`config.mk`:
```
export PLATFORM = sky130hd
export DESIGN_NAME = simple_bus_arbiter
export DESIGN_NICKNAME = d
export VERILOG_FILES = /design/src/rtl/simple_bus_pkg.sv /design/src/rtl/simple_bus_arbiter_rr_pick2.sv /design/src/rtl/simple_bus_arbiter.sv
export SDC_FILE = /design/constraint.sdc
export NUM_CORES = 1
export LEC_CHECK = 0
export CAP_MARGIN = 20
export CORE_AREA = 2 2 120 122
export DETAILED_ROUTE_END_ITERATION = 8
export DIE_AREA = 0 0 122 124
export PLACE_DENSITY = 0.64
export SYNTH_ARGS = -nofsm -noshare
export SYNTH_HDL_FRONTEND = slang
export SYNTH_HIERARCHICAL = 1
export SYNTH_SLANG_ARGS = --single-unit
export TNS_END_PERCENT = 5
```
`constraint.sdc`:
```
create_clock -name clock -period 2.43 [get_ports clock]
set_clock_uncertainty 0.2 [all_clocks]
set_input_delay 0.486 -clock clock [delete_from_list [all_inputs] [get_ports clock]]
set_output_delay 0.486 -clock clock [all_outputs]
set_load 0.01 [all_outputs]
```
`src/rtl/simple_bus_pkg.sv`:
```
// simple_bus_pkg
//   Shared types and constants for the simple-bus arbiter slice:
//   FSM state encoding, master index constants, access-size codes and a
//   default-width request bundle for code that uses 32-bit buses.
package simple_bus_pkg;

  // FSM states; explicit encodings keep legacy code that compares raw
  // 2-bit values working.
  typedef enum logic [1:0] {
    S_IDLE = 2'd0,
    S_WAIT = 2'd1,
    S_RESP = 2'd2
  } state_e;

  // Master indices
  localparam logic M_IFU = 1'b0;
  localparam logic M_LSU = 1'b1;

  // Access-size codes carried on req_size / mem_size
  localparam logic [2:0] SIZE_BYTE = 3'd0;
  localparam logic [2:0] SIZE_HALF = 3'd1;
  localparam logic [2:0] SIZE_WORD = 3'd2;

  // Default bus widths and the matching request bundle
  localparam int BUS_ADDR_W = 32;
  localparam int BUS_DATA_W = 32;

  typedef struct packed {
    logic [BUS_ADDR_W-1:0] addr;
    logic                  writeEn;
    logic [2:0]            size;
    logic [BUS_DATA_W-1:0] wdata;
  } bus_req_t;

endpackage

```
`src/rtl/simple_bus_arbiter_rr_pick2.sv`:
```
// rr_pick2
//   Combinational two-way picker.
//   req_i[1:0]    : request vector (bit 0 = m0, bit 1 = m1)
//   last_i        : index of the master granted most recently
//   rr_en_i       : 1 = round-robin on a tie, 0 = m1 wins every tie
//   grant_o       : index of the chosen master
//   grant_valid_o : 1 when at least one master is requesting
module rr_pick2
  import simple_bus_pkg::*;
(
  input  logic [1:0] req_i,
  input  logic       last_i,
  input  logic       rr_en_i,
  output logic       grant_o,
  output logic       grant_valid_o
);

  // Pick the winner; on a tie round-robin favours whoever was not last.
  always_comb begin
    grant_o       = M_IFU;
    grant_valid_o = |req_i;
    case (req_i)
      2'b01:   grant_o = M_IFU;
      2'b10:   grant_o = M_LSU;
      2'b11: begin
        if (rr_en_i) begin
          grant_o = ~last_i;
        end else begin
          grant_o = M_LSU;
        end
      end
      default: grant_o = M_IFU;
    endcase
  end

endmodule

```
`src/rtl/simple_bus_arbiter.sv`:
```
// simple_bus_arbiter
//   Shares one simple-bus memory port between instruction fetch (m0) and
//   the load/store unit (m1). Arbitration is combinational in IDLE, the
//   grant is locked until memory accepts, and the response comes back to
//   the issuing master in the cycle after acceptance.
//   Ports:
//     clock, reset (synchronous, active-low)
//     mX_req_*  : master request channel (valid/ready, addr, writeEn, size, wdata)
//     mX_resp_* : one-cycle response pulse with read data
//     mem_*     : request channel to memory; mem_rdata arrives the cycle
//                 after mem_valid && mem_ready
module simple_bus_arbiter
  import simple_bus_pkg::*;
#(
  parameter int ADDR_W = 32,
  parameter int DATA_W = 32,
  parameter bit RR_EN  = 1'b1
) (
  input  logic              clock,
  input  logic              reset,
  input  logic              m0_req_valid,
  output logic              m0_req_ready,
  input  logic [ADDR_W-1:0] m0_req_addr,
  input  logic              m0_req_writeEn,
  input  logic [2:0]        m0_req_size,
  input  logic [DATA_W-1:0] m0_req_wdata,
  output logic              m0_resp_valid,
  output logic [DATA_W-1:0] m0_resp_rdata,
  input  logic              m1_req_valid,
  output logic              m1_req_ready,
  input  logic [ADDR_W-1:0] m1_req_addr,
  input  logic              m1_req_writeEn,
  input  logic [2:0]        m1_req_size,
  input  logic [DATA_W-1:0] m1_req_wdata,
  output logic              m1_resp_valid,
  output logic [DATA_W-1:0] m1_resp_rdata,
  output logic              mem_valid,
  input  logic              mem_ready,
  output logic [ADDR_W-1:0] mem_addr,
  output logic              mem_writeEn,
  output logic [2:0]        mem_size,
  output logic [DATA_W-1:0] mem_wdata,
  input  logic [DATA_W-1:0] mem_rdata
);

  typedef struct packed {
    logic [ADDR_W-1:0] addr;
    logic              writeEn;
    logic [2:0]        size;
    logic [DATA_W-1:0] wdata;
  } req_t;

  state_e state_q, state_d;
  logic   owner_q, owner_d;
  logic   last_q,  last_d;

  logic   pick_s, pick_valid_s;
  logic   sel_s;
  logic   issue_s;
  logic   accept_s;
  logic   resp_s;
  logic   mem_valid_s;
  req_t   sel_req_s;

  rr_pick2 u_pick (
    .req_i         ({m1_req_valid, m0_req_valid}),
    .last_i        (last_q),
    .rr_en_i       (RR_EN),
    .grant_o       (pick_s),
    .grant_valid_o (pick_valid_s)
  );

  // Next-state logic: arbitrate in IDLE, hold the locked grant in WAIT.
  always_comb begin
    state_d  = state_q;
    owner_d  = owner_q;
    last_d   = last_q;
    sel_s    = owner_q;
    issue_s  = 1'b0;
    accept_s = 1'b0;
    case (state_q)
      S_IDLE: begin
        if (pick_valid_s) begin
          sel_s   = pick_s;
          issue_s = 1'b1;
          owner_d = pick_s;
          if (mem_ready) begin
            accept_s = 1'b1;
            last_d   = pick_s;
            state_d  = S_RESP;
          end else begin
            // 'last' only moves on acceptance so a stalled grant does not
            // cost the other master its turn.
            state_d = S_WAIT;
          end
        end else begin
          state_d = S_IDLE;
        end
      end
      S_WAIT: begin
        // Owner keeps the bus even if it drops valid mid-stall.
        issue_s = 1'b1;
        if (mem_ready) begin
          accept_s = 1'b1;
          last_d   = owner_q;
          state_d  = S_RESP;
        end else begin
          state_d = S_WAIT;
        end
      end
      S_RESP: begin
        state_d = S_IDLE;
      end
      default: begin
        state_d = S_IDLE;
      end
    endcase
  end

  // State, owner and round-robin history registers.
  always_ff @(posedge clock) begin
    if (!reset) begin
      state_q <= S_IDLE;
      owner_q <= M_IFU;
      last_q  <= M_LSU;
    end else begin
      state_q <= state_d;
      owner_q <= owner_d;
      last_q  <= last_d;
    end
  end

  // Selected master's request bundle.
  always_comb begin
    if (sel_s == M_LSU) begin
      sel_req_s = '{addr: m1_req_addr, writeEn: m1_req_writeEn,
                    size: m1_req_size, wdata: m1_req_wdata};
    end else begin
      sel_req_s = '{addr: m0_req_addr, writeEn: m0_req_writeEn,
                    size: m0_req_size, wdata: m0_req_wdata};
    end
  end

  assign resp_s      = (state_q == S_RESP);
  // Everything is forced quiet while reset is low, so a response pending
  // at reset never leaks out in the reset cycle.
  assign mem_valid_s = issue_s & reset;

  // Memory-side outputs; fields are zero whenever no request is issued.
  always_comb begin
    mem_valid = mem_valid_s;
    if (mem_valid_s) begin
      mem_addr    = sel_req_s.addr;
      mem_writeEn = sel_req_s.writeEn;
      mem_size    = sel_req_s.size;
      mem_wdata   = sel_req_s.wdata;
    end else begin
      mem_addr    = {ADDR_W{1'b0}};
      mem_writeEn = 1'b0;
      mem_size    = 3'd0;
      mem_wdata   = {DATA_W{1'b0}};
    end
  end

  // Master-side handshake and response routing.
  always_comb begin
    m0_req_ready  = reset & accept_s & (sel_s == M_IFU);
    m1_req_ready  = reset & accept_s & (sel_s == M_LSU);
    m0_resp_valid = reset & resp_s & (owner_q == M_IFU);
    m1_resp_valid = reset & resp_s & (owner_q == M_LSU);
    if (m0_resp_valid) begin
      m0_resp_rdata = mem_rdata;
    end else begin
      m0_resp_rdata = {DATA_W{1'b0}};
    end
    if (m1_resp_valid) begin
      m1_resp_rdata = mem_rdata;
    end else begin
      m1_resp_rdata = {DATA_W{1'b0}};
    end
  end

endmodule

```
==> flow_summary.json <==
{
  "status": "finished, violations left",
  "violations": "negative setup slack",
  "clk_transition_reported_paths_ns": 0.03,
  "core_sq_um": 13720,
  "synthesis.nets": 738,
  "fin_crit_ns": 2.676,
  "cts_tree": "built",
  "numCtsBuffers": 3,
  "drc": 0,
  "die_area_sq_um": 15130,
  "area_growth_pct": 106.4,
  "hold_class": "in -> reg",
  "p_leak_uw": 0.003176,
  "start_kind": "primary input",
  "vias": 5348,
  "dp_slack_ns": -0.9066,
  "insertedDiodeCount": 0,
  "grt_pass1_wl_mm": 25.91,
  "synth_top_area_frac": 0.1496,
  "root_buffer": "clkbuf_16",
  "tns_ns": -9.378,
  "crit_fanout": 14,
  "p_total_uw": 1782,
  "rsz0062_at_grt": "yes",
  "wirelength_mm": 17.12,
  "yosysTopAreaCell": "a21o_1",
  "ant_nets": 0,
  "synth-warning-count": 6,
  "die_x_um": 122,
  "worst_ep_arrival_time_ns": 1.99,
  "slew_violations": 0,
  "first_global_vias": 4960,
  "cp-end-kind": "primary output",
  "track_usage": 0.2126,
  "ys_types": 25,
  "insertion_delay_ns": 0.23,
  "ys_top_cells_by_area": "a21o_1 15%, nand3b_1 15%, a31oi_1 13%",
  "start_util": 0.2488,
  "pin_count": 310,
  "min_period_over_period": 1.101,
  "std_cell_rows": 43,
  "h-tree-depth": 1,
  "seq_area_sq_um": 85.08,
  "wire_per_inst_um": 16.18,
  "power_density_nw_per_um2": 253.0,
  "worst_slack_ns": -0.2463,
  "setup_violations": 71,
  "nets": 1052,
  "syn_inst": 565,
  "overflow": 0,
  "antenna_found_initial": 0,
  "required_ns": 1.74,
  "cap_violations": 0,
  "routabilityCongestion": 0.8164,
  "syn_area_sq_um": 3413,
  "fmax_ghz": 0.3736,
  "max-vdd-ir-drop_v": 0.0001772,
  "seq_area_frac_synth": 0.02346,
  "dp_hpwl_mm": 12.57,
  "final_core_util": 0.5135,
  "clock_path_buffers": 2,
  "dp.cells": 1031,
  "crit_type": "in -> out",
  "multi_input_area_sq_um": 3079,
  "grt_max_degree": 49,
  "io_buffer_count": 309,
  "layout_commonest_cell": "clkdlybuf4s50_1",
  "ys_ff_latch": 4,
  "syn_avg_cell_area_sq_um": 6.041,
  "vias_per_cell": 5.055,
  "die_y_um": 124,
  "drt_iter0_drc": 290,
  "fillers": 1381,
  "drive_gt1_frac": 0.2164,
  "stdcell_count": 1058,
  "dr.pass1.iters": 5,
  "cts_sinks": 4,
  "final-hold-violation-count": 0,
  "layout_common_cells": "169 x clkdlybuf4s50_1, 88 x buf_2, 69 x nand2b_1"
}
[state kept, by name (all words and copies together), names as in the netlist]
name / cells
last_q: 1
owner_q: 1
state_q: 2
[timing repair]
action	4_1_cts	5_1_grt
resized for setup	474	29
buffers inserted	13	0
setup endpoints to repair	137	103
gates cloned	10	0
pin swaps	10	9
hold buffers	0	0
hold endpoints to repair	0	0
[through the flow]
| stage | hold WS, ns | area, sq um |
|---|---|---|
| CTS | 0.2565 | 7032 |
| finish | 0.2583 | 7044 |
| global placement | 0.3442 | 6988 |
| floorplan | 0.2710 | 3413 |
| global route | 0.2659 | 7044 |
| detailed placement | 0.3663 | 6988 |
[cells in the mapped netlist]
cell type and count:
a21o_1 68, a31oi_1 69, and2_1 64, and3_1 1, and4b_1 1, buf_2 19, buf_4 8, buf_6 2
clkbuf_1 38, conb_1 1, dfxtp_1 4, inv_1 4, mux2i_1 2, nand2_1 68, nand2b_1 69, nand3_1 68
nand3b_1 68, nor2_1 3, nor3_1 1, nor3b_2 1, nor4b_2 1, o21ai_0 1, o21bai_1 1, o311ai_1 1
or2_1 2
[final cells by class]
cell class | instances | area share
timing repair buffer | 376 | 0.5055
multi-input combinational | 490 | 0.4371
tap | 180 | 0.03197
inverter | 4 | 0.002131
clock buffer | 4 | 0.01119
sequential | 4 | 0.01208
[critical path, cell delays in order]
cell and delay (ns):
buf_6 0.09, or2_1 0.24, buf_4 0.14, o21bai_2 0.15, or2_4 0.17, buf_4 0.12, bufbuf_16 0.27, a31oi_1 0.04
dlygate4sd2_1 0.28
[report_power, final]
part	internal, uW	total (uW)	switching (uW)
logic	819	1430	614
registers	71.2	82.4	11.2
clock network	217	267	50.0
total	1110	1780	675
[cell families (layout without fill, tap and decap cells)]
family,after synthesis,in the layout,share of synthesized area
AO/OA/AOI/OAI,140,140,0.2823
buffers and inverters,71,384,0.09824
flip-flops,4,4,0.02346
multiplexers,2,2,0.005865
other,1,1,0.001099
AND/OR/NAND/NOR,347,347,0.5891
[worst paths after layout]
kind,from,to,slack (ns),depth (start not counted)
worst min-delay path,reset,last_q,0.26,2
worst max-delay path,m0_req_valid,mem_addr[25],-0.25,9
worst max register to register,state_q[1],owner_q,0.84,6
worst min register to register,last_q,last_q,0.36,2
[per-layer routing]
layer  part of all wire  track usage
met1               0.39       0.2467
met2               0.52       0.4043
met3              0.079      0.04487
met4              0.013      0.03592
met5                  0            0
(Power assumes the default switching activity.)
